$ cat config.mk
export PLATFORM = sky130hd
export DESIGN_NAME = output_stationary_psum_bank_flat
export DESIGN_NICKNAME = d
export VERILOG_FILES = /design/src/rtl/output_stationary_psum_bank_if.sv /design/src/rtl/output_stationary_psum_bank.sv /design/src/flat_wrapper.sv
export SDC_FILE = /design/constraint.sdc
export NUM_CORES = 2
export LEC_CHECK = 0
export BUFFER_PORTS_ARGS = -buffer_cell sky130_fd_sc_hd__buf_2
export CAP_MARGIN = 20
export CORE_UTILIZATION = 57
export DETAILED_ROUTE_END_ITERATION = 10
export PLACE_DENSITY = 0.76
export SYNTH_ARGS = -nofsm -noshare
export SYNTH_HDL_FRONTEND = slang
export SYNTH_SLANG_ARGS = --single-unit
$ cat constraint.sdc
create_clock -name w_clock -period 4.5 [get_ports w_clock]
set_clock_uncertainty 0.1 [all_clocks]
set_input_delay 0.675 -clock w_clock [delete_from_list [all_inputs] [get_ports w_clock]]
set_output_delay 0.675 -clock w_clock [all_outputs]
set_load 0.005 [all_outputs]
$ cat src/rtl/output_stationary_psum_bank_if.sv
// Shared output bus between the arbitrated PE cores and the partial-sum bank.
interface output_stationary_psum_bank_if #(
  parameter int NUM_CORES  = 4,
  parameter int DATA_WIDTH = 8,
  parameter int ACC_WIDTH  = 16,
  parameter int ADDR_WIDTH = 6
);
  logic [NUM_CORES-1:0]         w_grant;
  logic [ADDR_WIDTH-1:0]        w_burst;
  logic                         w_add_en;
  logic                         w_unload_en;
  logic [ADDR_WIDTH-1:0]        w_addr;
  logic                         w_valid;
  logic signed [DATA_WIDTH-1:0] w_data;
  logic signed [ACC_WIDTH-1:0]  o_data;
  logic                         o_valid;
  logic                         o_busy;
  logic                         o_done;
  logic                         o_err;

  modport master (
    output w_grant, w_burst, w_add_en, w_unload_en, w_addr, w_valid, w_data,
    input  o_data, o_valid, o_busy, o_done, o_err
  );

  modport slave (
    input  w_grant, w_burst, w_add_en, w_unload_en, w_addr, w_valid, w_data,
    output o_data, o_valid, o_busy, o_done, o_err
  );
endinterface

$ cat src/rtl/output_stationary_psum_bank.sv
// Partial-sum bank: saturating accumulate bursts in, destructive unload bursts out.
module output_stationary_psum_bank #(
  parameter int NUM_CORES  = 4,
  parameter int DATA_WIDTH = 8,
  parameter int ACC_WIDTH  = 16,
  parameter int DEPTH      = 64
) (
  input logic                             w_clock,
  input logic                             w_reset,
  output_stationary_psum_bank_if.slave    bus
);
  localparam int AW = $clog2(DEPTH);
  localparam logic signed [ACC_WIDTH-1:0] ACC_MAX = {1'b0, {(ACC_WIDTH-1){1'b1}}};
  localparam logic signed [ACC_WIDTH-1:0] ACC_MIN = {1'b1, {(ACC_WIDTH-1){1'b0}}};

  typedef enum logic [1:0] {IDLE, ADD, UNLOAD, DONE} state_e;

  state_e                       state_q, state_d;
  logic [AW-1:0]                ptr_q, ptr_d;
  logic [AW-1:0]                len_q, len_d;
  logic [AW-1:0]                cnt_q, cnt_d;
  logic [NUM_CORES-1:0]         gnt_q, gnt_d;
  logic signed [ACC_WIDTH-1:0]  data_q, data_d;
  logic                         valid_q, valid_d;
  logic                         err_q, err_d;
  logic signed [ACC_WIDTH-1:0]  mem_q [DEPTH];
  logic signed [ACC_WIDTH-1:0]  mem_d [DEPTH];

  logic signed [ACC_WIDTH-1:0]  acc_cur;
  logic signed [ACC_WIDTH:0]    sum;
  logic signed [ACC_WIDTH-1:0]  sat_sum;
  logic [AW-1:0]                ptr_next;
  logic                         last_beat;
  logic                         abort;

  // Saturating add of the incoming beat onto the addressed accumulator.
  always_comb begin
    acc_cur = mem_q[ptr_q];
    sum     = {acc_cur[ACC_WIDTH-1], acc_cur}
            + {{(ACC_WIDTH+1-DATA_WIDTH){bus.w_data[DATA_WIDTH-1]}}, bus.w_data};
    if (sum[ACC_WIDTH] != sum[ACC_WIDTH-1]) begin
      sat_sum = sum[ACC_WIDTH] ? ACC_MIN : ACC_MAX;
    end else begin
      sat_sum = sum[ACC_WIDTH-1:0];
    end
  end

  // Next-state, pointer/counter advance and memory update.
  always_comb begin
    state_d   = state_q;
    ptr_d     = ptr_q;
    len_d     = len_q;
    cnt_d     = cnt_q;
    gnt_d     = gnt_q;
    data_d    = data_q;
    valid_d   = 1'b0;
    err_d     = 1'b0;
    mem_d     = mem_q;
    ptr_next  = (ptr_q == AW'(DEPTH-1)) ? '0 : ptr_q + 1'b1;
    last_beat = (cnt_q == len_q - 1'b1);
    abort     = (bus.w_grant != gnt_q);

    case (state_q)
      IDLE: begin
        if (|bus.w_grant) begin
          if (bus.w_add_en ^ bus.w_unload_en) begin
            ptr_d = bus.w_addr;
            len_d = bus.w_burst;
            gnt_d = bus.w_grant;
            cnt_d = '0;
            if (bus.w_burst == '0) begin
              state_d = DONE;
            end else if (bus.w_add_en) begin
              state_d = ADD;
            end else begin
              state_d = UNLOAD;
            end
          end else begin
            err_d = 1'b1;
          end
        end
      end
      ADD: begin
        if (abort) begin
          err_d   = 1'b1;
          state_d = IDLE;
        end else if (bus.w_valid) begin
          mem_d[ptr_q] = sat_sum;
          ptr_d        = ptr_next;
          cnt_d        = cnt_q + 1'b1;
          if (last_beat) begin
            state_d = DONE;
          end
        end
      end
      UNLOAD: begin
        if (abort) begin
          err_d   = 1'b1;
          state_d = IDLE;
        end else begin
          data_d       = acc_cur;
          valid_d      = 1'b1;
          mem_d[ptr_q] = '0;
          ptr_d        = ptr_next;
          cnt_d        = cnt_q + 1'b1;
          if (last_beat) begin
            state_d = DONE;
          end
        end
      end
      DONE: begin
        state_d = IDLE;
      end
      default: begin
        state_d = IDLE;
      end
    endcase
  end

  // State, datapath and storage registers; reset clears everything.
  always_ff @(posedge w_clock) begin
    if (w_reset) begin
      state_q <= IDLE;
      ptr_q   <= '0;
      len_q   <= '0;
      cnt_q   <= '0;
      gnt_q   <= '0;
      data_q  <= '0;
      valid_q <= 1'b0;
      err_q   <= 1'b0;
      mem_q   <= '{default: '0};
    end else begin
      state_q <= state_d;
      ptr_q   <= ptr_d;
      len_q   <= len_d;
      cnt_q   <= cnt_d;
      gnt_q   <= gnt_d;
      data_q  <= data_d;
      valid_q <= valid_d;
      err_q   <= err_d;
      mem_q   <= mem_d;
    end
  end

  // Output decode; busy and done follow the registered state directly.
  always_comb begin
    bus.o_data  = data_q;
    bus.o_valid = valid_q;
    bus.o_busy  = (state_q == ADD) || (state_q == UNLOAD);
    bus.o_done  = (state_q == DONE);
    bus.o_err   = err_q;
  end
endmodule

$ cat src/flat_wrapper.sv
// flat-port wrapper written by rule: the top's interface ports become plain ports
module output_stationary_psum_bank_flat 
#(
  parameter int NUM_CORES  = 4,
  parameter int DATA_WIDTH = 8,
  parameter int ACC_WIDTH  = 16,
  parameter int DEPTH      = 64
)
  (w_clock, w_reset, bus_w_grant, bus_w_burst, bus_w_add_en, bus_w_unload_en, bus_w_addr, bus_w_valid, bus_w_data, bus_o_data, bus_o_valid, bus_o_busy, bus_o_done, bus_o_err);
  output_stationary_psum_bank_if #(.NUM_CORES(NUM_CORES), .DATA_WIDTH(DATA_WIDTH), .ACC_WIDTH(ACC_WIDTH), .ADDR_WIDTH(6)) bus_i ();
  input logic w_clock;
  input logic w_reset;
  input wire logic [$bits(bus_i.w_grant)-1:0] bus_w_grant;
  input wire logic [$bits(bus_i.w_burst)-1:0] bus_w_burst;
  input wire logic [$bits(bus_i.w_add_en)-1:0] bus_w_add_en;
  input wire logic [$bits(bus_i.w_unload_en)-1:0] bus_w_unload_en;
  input wire logic [$bits(bus_i.w_addr)-1:0] bus_w_addr;
  input wire logic [$bits(bus_i.w_valid)-1:0] bus_w_valid;
  input wire logic [$bits(bus_i.w_data)-1:0] bus_w_data;
  output wire logic [$bits(bus_i.o_data)-1:0] bus_o_data;
  output wire logic [$bits(bus_i.o_valid)-1:0] bus_o_valid;
  output wire logic [$bits(bus_i.o_busy)-1:0] bus_o_busy;
  output wire logic [$bits(bus_i.o_done)-1:0] bus_o_done;
  output wire logic [$bits(bus_i.o_err)-1:0] bus_o_err;
  assign bus_i.w_grant = bus_w_grant;
  assign bus_i.w_burst = bus_w_burst;
  assign bus_i.w_add_en = bus_w_add_en;
  assign bus_i.w_unload_en = bus_w_unload_en;
  assign bus_i.w_addr = bus_w_addr;
  assign bus_i.w_valid = bus_w_valid;
  assign bus_i.w_data = bus_w_data;
  assign bus_o_data = bus_i.o_data;
  assign bus_o_valid = bus_i.o_valid;
  assign bus_o_busy = bus_i.o_busy;
  assign bus_o_done = bus_i.o_done;
  assign bus_o_err = bus_i.o_err;
  output_stationary_psum_bank #(.NUM_CORES(NUM_CORES), .DATA_WIDTH(DATA_WIDTH), .ACC_WIDTH(ACC_WIDTH), .DEPTH(DEPTH)) u_core (.w_clock(w_clock), .w_reset(w_reset), .bus(bus_i));
endmodule
* Word-level counts from Yosys, hierarchy flattened *
Cells that the tools add are included.

operators by class
  add/subtract/negate cells = 4
  $mul = 0
  divide/modulo/power cells = 0
  order comparisons = 2
  equal/unequal tests = 13
  shift-type cells = 0
  mux-type cells = 39
  bitwise logic cells = 6
  reductions and logical operators = 14

operators by type and width
  operator                                                    count
  2-to-1 mux 1024 bit                                         3
  case mux 1024 bit (2 select lines)                          1
  bitwise AND 1024 bit                                        1
  bitwise mux 1024 bit                                        1
  inverter 1024 bit                                           1
  binary-select mux 16 bit (select 6 bit)                     1
  demux 16 bit (select 6 bit)                                 1
  2-to-1 mux 16 bit                                           5
  2-to-1 mux 6 bit                                            11
  case mux 6 bit (3 select lines)                             2
  adder 16 x 8 -> 17 bit                                      1
  2-to-1 mux 2 bit                                            8
  adder 6 x 1 -> 6 bit, second input constant                 2
  case mux 2 bit (4 select lines)                             1
  >= comparator 7 bit, second input constant                  1
  less-than comparator 7 x 1 -> 1 bit, second input constant  1
  inverter 6 -> 7 bit                                         1
  == test 6 bit                                               1
  == test 6 bit, second input constant                        1
  zero test 6 bit                                             1
  != test 2 bit, second input constant                        3
  AND reduction 3 bit                                         2
  AND reduction 6 bit                                         1
  subtractor 6 x 1 -> 6 bit, second input constant            1
  other kinds (19)                                            26

word-level totals
  flip-flop bits (word level) = 1066
  bits in latches = 0
  bits in writable memories = 0
  memory bits (read-only) = 0
  input port bits = 29
  word-level logic and storage cells = 150
  memories = 0

* Longest topological paths before layout *
  depth after elaboration = 11
  gate-level depth with buffers = 24
  depth with buffers taken out = 15

* Least setup slack after synthesis *
OpenSTA, ideal clock, no wires.

  kind = reg-to-reg
  from = register u_core.ptr_q[2]
  to = register u_core.mem_q[540] (netlist name)
  arrival time = 4440 ps
  required time = 4283 ps
  slack = -157 ps
  stages on the path, launching flop included = 24
  buffers on the path = 9
  clock period less this slack = 4657 ps
  cells stage by stage = dfxtp_1 buf_2 buf_4 and3_1 buf_2 buf_2 clkbuf_1 a22oi_1 nand4_1 a22o_1 nor4_1 inv_1 ha_1 a211oi_1 o211ai_2 nand4_1 mux2i_4 a21oi_2 buf_4 buf_6 o21a_1 buf_6 buf_6 a22o_1

on the way
  cells in the longest elaborated chain, start to end = 11
  elaborated cells on any way between the ends = 20
  classes of those cells = add/sub: 1; order compare: 2; eq/ne: 1; mux: 12; bitwise: 3; reduce/logical: 1

ends and longest elaborated chain
  element                                                    RTL line                                                              source
  start, declared                                            output_stationary_psum_bank.sv:19                                     logic [AW-1:0] ptr_q, ptr_d;
  start signal, assigned                                     output_stationary_psum_bank.sv:134                                    ptr_q <= ptr_d;
  inverter 6 -> 7 bit (implied by the code) (*)              output_stationary_psum_bank.sv:38                                     acc_cur = mem_q[ptr_q];
  binary-select mux 16 bit (select 6 bit) (*)                output_stationary_psum_bank.sv:38
  2-to-1 mux 16 bit (implied by the code) (*) (2 in series)  output_stationary_psum_bank.sv:38
  net u_core.acc_cur[1]                                      output_stationary_psum_bank.sv:29                                     logic signed [ACC_WIDTH-1:0] acc_cur;
  adder 16 x 8 -> 17 bit (*)                                 output_stationary_psum_bank.sv:40                                     + {{(ACC_WIDTH+1-DATA_WIDTH){bus.w_data[DATA_WIDTH-1]}}, bus.w_data};
  2-to-1 mux 16 bit / != test 1 bit (equally long branches)  output_stationary_psum_bank.sv:42, output_stationary_psum_bank.sv:41
  2-to-1 mux 16 bit (*)                                      output_stationary_psum_bank.sv:41                                     if (sum[ACC_WIDTH] != sum[ACC_WIDTH-1]) begin
  bitwise mux 1024 bit (*)                                   output_stationary_psum_bank.sv:88                                     mem_d[ptr_q] = sat_sum;
  2-to-1 mux 1024 bit (*)                                    output_stationary_psum_bank.sv:87                                     end else if (bus.w_valid) begin
  2-to-1 mux 1024 bit (*)                                    output_stationary_psum_bank.sv:84                                     if (abort) begin
  case mux 1024 bit (2 select lines) (*)                     output_stationary_psum_bank.sv:63                                     case (state_q)
  end signal, assigned                                       output_stationary_psum_bank.sv:141                                    mem_q <= mem_d;
  end, declared                                              output_stationary_psum_bank.sv:26                                     logic signed [ACC_WIDTH-1:0] mem_q [DEPTH];

The timed path passes the listed nets; every way through them passes the cells marked *. The select of a mux whose other input is x is not followed.
A chain may end at the register's enable or synchronous reset.

* Worst setup path in the final report *
  from = register u_core.ptr_q[0]
  to = register u_core.mem_q[477] (netlist name)

The elaborated chain is that of the path after synthesis.

==> impl_metrics.tcl <==
set metrics [dict create \
    synth-edff-count 0 \
    wl_per_cell_microns 27.1 \
    ys_dominant_reg_cell "dfxtp_1" \
    postLayoutCellArea_sq_um 58200 \
    post-place-ws_ns -1.05 \
    cp-start-kind "flip-flop" \
    yosysWarnings 0 \
    dpl_cell_area_sq_um 52100 \
    synthesis.nets 5618 \
    fin_crit_sh_pct 121 \
    fp.coreArea_sq_um 82000 \
    grtUsageTotal_pct 42.7 \
    drive_gt1_share_pct 18.0 \
    vias 48968 \
    finalHoldViolCount 0 \
    fmax_mhz 184 \
    synthesis.area_sq_um 47100 \
    drc 0 \
    whs_ns 0.0936 \
    endpoint_kind "flip-flop" \
    clkSlewWorstSetupHoldPaths_ns 0.06 \
    p_total_mw 33.6 \
    status "finished, violations left" \
    initial_core_util_pct 57.5 \
    fin_crit_ns 5.43 \
    hold_path.class "input pin to flip-flop" \
    slowest_stage "or4_1" \
    violations "setup timing" \
    rsz0062_at_grt "true" \
    dr.first_iter.drc_count 8358 \
    ios 49 \
    drtPass1Iterations 11 \
    slew_headroom_pct 29.7 \
    p_per_area_nw_per_um2 578 \
    cts_tree "built" \
    ys_types 75 \
    fp.dieH_microns 290 \
    worst_skew_pair.late_latency_ns 0.72 \
    cp.required_ns 5.01 \
    area_delta_synth_final_pct 23.4 \
    ir_worst_vdd_mv 0.504 \
    async_flop_share_pct 0 \
    clockRootBuffer "clkbuf_16" \
    regArea_sq_um 21400 \
    synth-seq-area-share_pct 45.3 \
    slowest_delay_ns 0.53 \
    setup_viol 1024 \
    gr-total-overflow 0 \
    clockBufferDepth 3 \
    timing_worst_setup_path_type "flip-flop to flip-flop" \
    nFillCells 6089 \
    crit_chain "buf_6 -> and3b_4 -> buf_4 -> buf_4 -> a22oi_1 -> a41oi_2 -> or4_1 -> nor3_2 -> inv_1 -> ha_1 -> o21ai_1 -> a21oi_1 -> nand4_1 -> mux2i_4 -> buf_6 -> a31oi_4 -> buf_12 -> buf_16 -> o21ai_4 -> buf_12 -> o31ai_1" \
    grt_antenna_before_repair 6 \
    synth_cells 5565 \
    numPortBuffers 48 \
    drt_wl_total_microns 189000 \
    critPathMaxFanout 40 \
    dieArea_sq_um 83900 \
    grt_max_degree 162 \
    via_per_inst 7.03 \
    ant_nets 0 \
    die_w_microns 290 \
    grt_first_pass_wirelength_microns 276000 \
    synth_seq_cells 1066 \
    cp.arrival_ns 5.94 \
    p_leak_nw 20.4 \
    avgSynthCellArea_sq_um 8.47 \
    slew_violations 0 \
    cts_made_buffers 109 \
    tightest_slew_ns 1.05 \
    fin_ws_ns -0.929 \
    nets 5859 \
    multiInputGateArea_sq_um 24300 \
    gp_routability_congestion 1.01 \
    cts_sinks 1066 \
    cap_violations 0 \
    dp_hpwl_microns 118000 \
    htree_levels 3 \
    grt_pass1_vias 45278 \
    num_rows 105 \
]
[flip-flops by register name, summed over array words and instances (netlist names)]
register and cells:
u_core.bus.o_valid 1, u_core.cnt_q 6, u_core.mem_q 1024, u_core.bus.o_err 1, u_core.bus.o_data 16, u_core.ptr_q 6
u_core.gnt_q 4, u_core.state_q 2, u_core.len_q 6
[layout by cell type (no fill, tap or decap), types with 48 or more instances in the layout]
master,n
o31ai_1,48
nand4_1,106
o21ai_0,488
dfxtp_1,1063
a21oi_1,483
buf_12,123
nand3b_1,125
clkbuf_16,126
o21ai_1,78
nand3_1,58
a22oi_1,398
a22o_1,301
buf_4,455
nor2b_1,256
nand2_1,682
a31oi_1,68
o211ai_1,86
nor2_1,249
[worst paths after layout]
path | start | to | slack [ns] | cells past startpoint
worst max-delay path | u_core.ptr_q[0] | u_core.mem_q[477] | -0.93 | 21
worst min-delay path | bus_w_burst[2] | u_core.len_q[2] | 0.09 | 3
worst max register to register | u_core.ptr_q[0] | u_core.mem_q[477] | -0.93 | 21
worst min register to register | u_core.mem_q[855] | u_core.mem_q[855] | 0.35 | 2
[timing repair]
item	4_1_cts	5_1_grt
pin swaps	50	33
setup buffers	54	13
gates cloned	9	22
resized for setup	213	103
endpoints found under the setup margin	1024	1024
hold buffers	0	0
[logic make-up after synthesis]
| kind of cell | share of synthesized area, % |
|---|---|
| AO/OA/AOI/OAI | 30.0 |
| XOR/XNOR | 0.520 |
| adder cells (fa/ha/maj) | 0.653 |
| buffers and inverters | 5.46 |
| flip-flops | 45.3 |
| multiplexers | 0.645 |
| AND/OR/NAND/NOR | 17.5 |
[critical path, delay by kind of cell, from the launching register on]
family	cells	cell delay, ns
compound gates	7	1.69
fa+ha+maj	1	0.33
buf+inv	8	1.28
flops	1	0.37
mux	1	0.27
simple gates	4	1.24
[through the flow]
stage,utilization [%],std cells,TNS (ns)
6_report,71.0,6964,-756.69
5_1_grt,71.0,6963,-710.25
4_1_cts,69.9,6923,-452.24
3_5_place_dp,63.5,6668,-950.13
3_3_place_gp,63.5,6668,-875.15
2_1_floorplan,-,5565,0
[synthesized netlist by cell type (all sizes together), types with 10 or more instances]
library cell | instances | share of area, %
o211ai | 87 | 1.4
a22oi | 415 | 6.6
a32o | 13 | 0.28
a221oi | 35 | 0.65
ha | 23 | 0.61
nor3 | 50 | 0.53
o21ai | 591 | 6.3
mux2i | 28 | 0.62
nand4 | 113 | 1.6
nor2 | 250 | 2.0
a2111oi | 13 | 0.24
nor2b | 256 | 3.4
o21a | 11 | 0.18
a211oi | 12 | 0.19
xor2 | 14 | 0.26
xnor2 | 14 | 0.26
a22o | 301 | 5.6
clkbuf | 400 | 3.2
nand3 | 58 | 0.62
and4 | 10 | 0.19
a31oi | 79 | 1.1
dfxtp | 1066 | 45
a21oi | 491 | 5.2
buf | 169 | 2.1
nand2 | 682 | 5.4
nor4 | 10 | 0.15
o31ai | 57 | 0.91
or2 | 10 | 0.13
a41oi | 32 | 0.59
inv | 18 | 0.14
nand3b | 125 | 2.0
nand4b | 11 | 0.20
and4b | 13 | 0.28
o21bai | 20 | 0.32
[layout make-up]
| class | count | share of cell area [%] |
|---|---|---|
| multi-input combinational | 3911 | 41.8 |
| antenna | 3 | 0.0129 |
| inverter | 19 | 0.123 |
| clock inverter | 45 | 1.12 |
| clock buffer | 151 | 5.35 |
| timing repair buffer | 699 | 12.6 |
| tap | 1070 | 2.30 |
| sequential | 1066 | 36.7 |
[report_power, final]
part | leakage [nW] | internal, mW | switching, mW | total, mW
clock network | 1.85 | 5.54 | 4.05 | 9.59
logic | 10.0 | 4.96 | 9.22 | 14.2
registers | 8.59 | 9.67 | 0.194 | 9.87
total | 20.4 | 20.2 | 13.5 | 33.6
[metal layers]
metal	GRT usage, %	routed length, microns	vias to the layer above
met3	12.2	27000	988
met2	62.1	78400	4007
met5	0	31	-
li1	-	-	20913
met1	55.3	68200	23056
met4	27.6	15300	4
No activity file was read; power rests on OpenSTA's default activity.
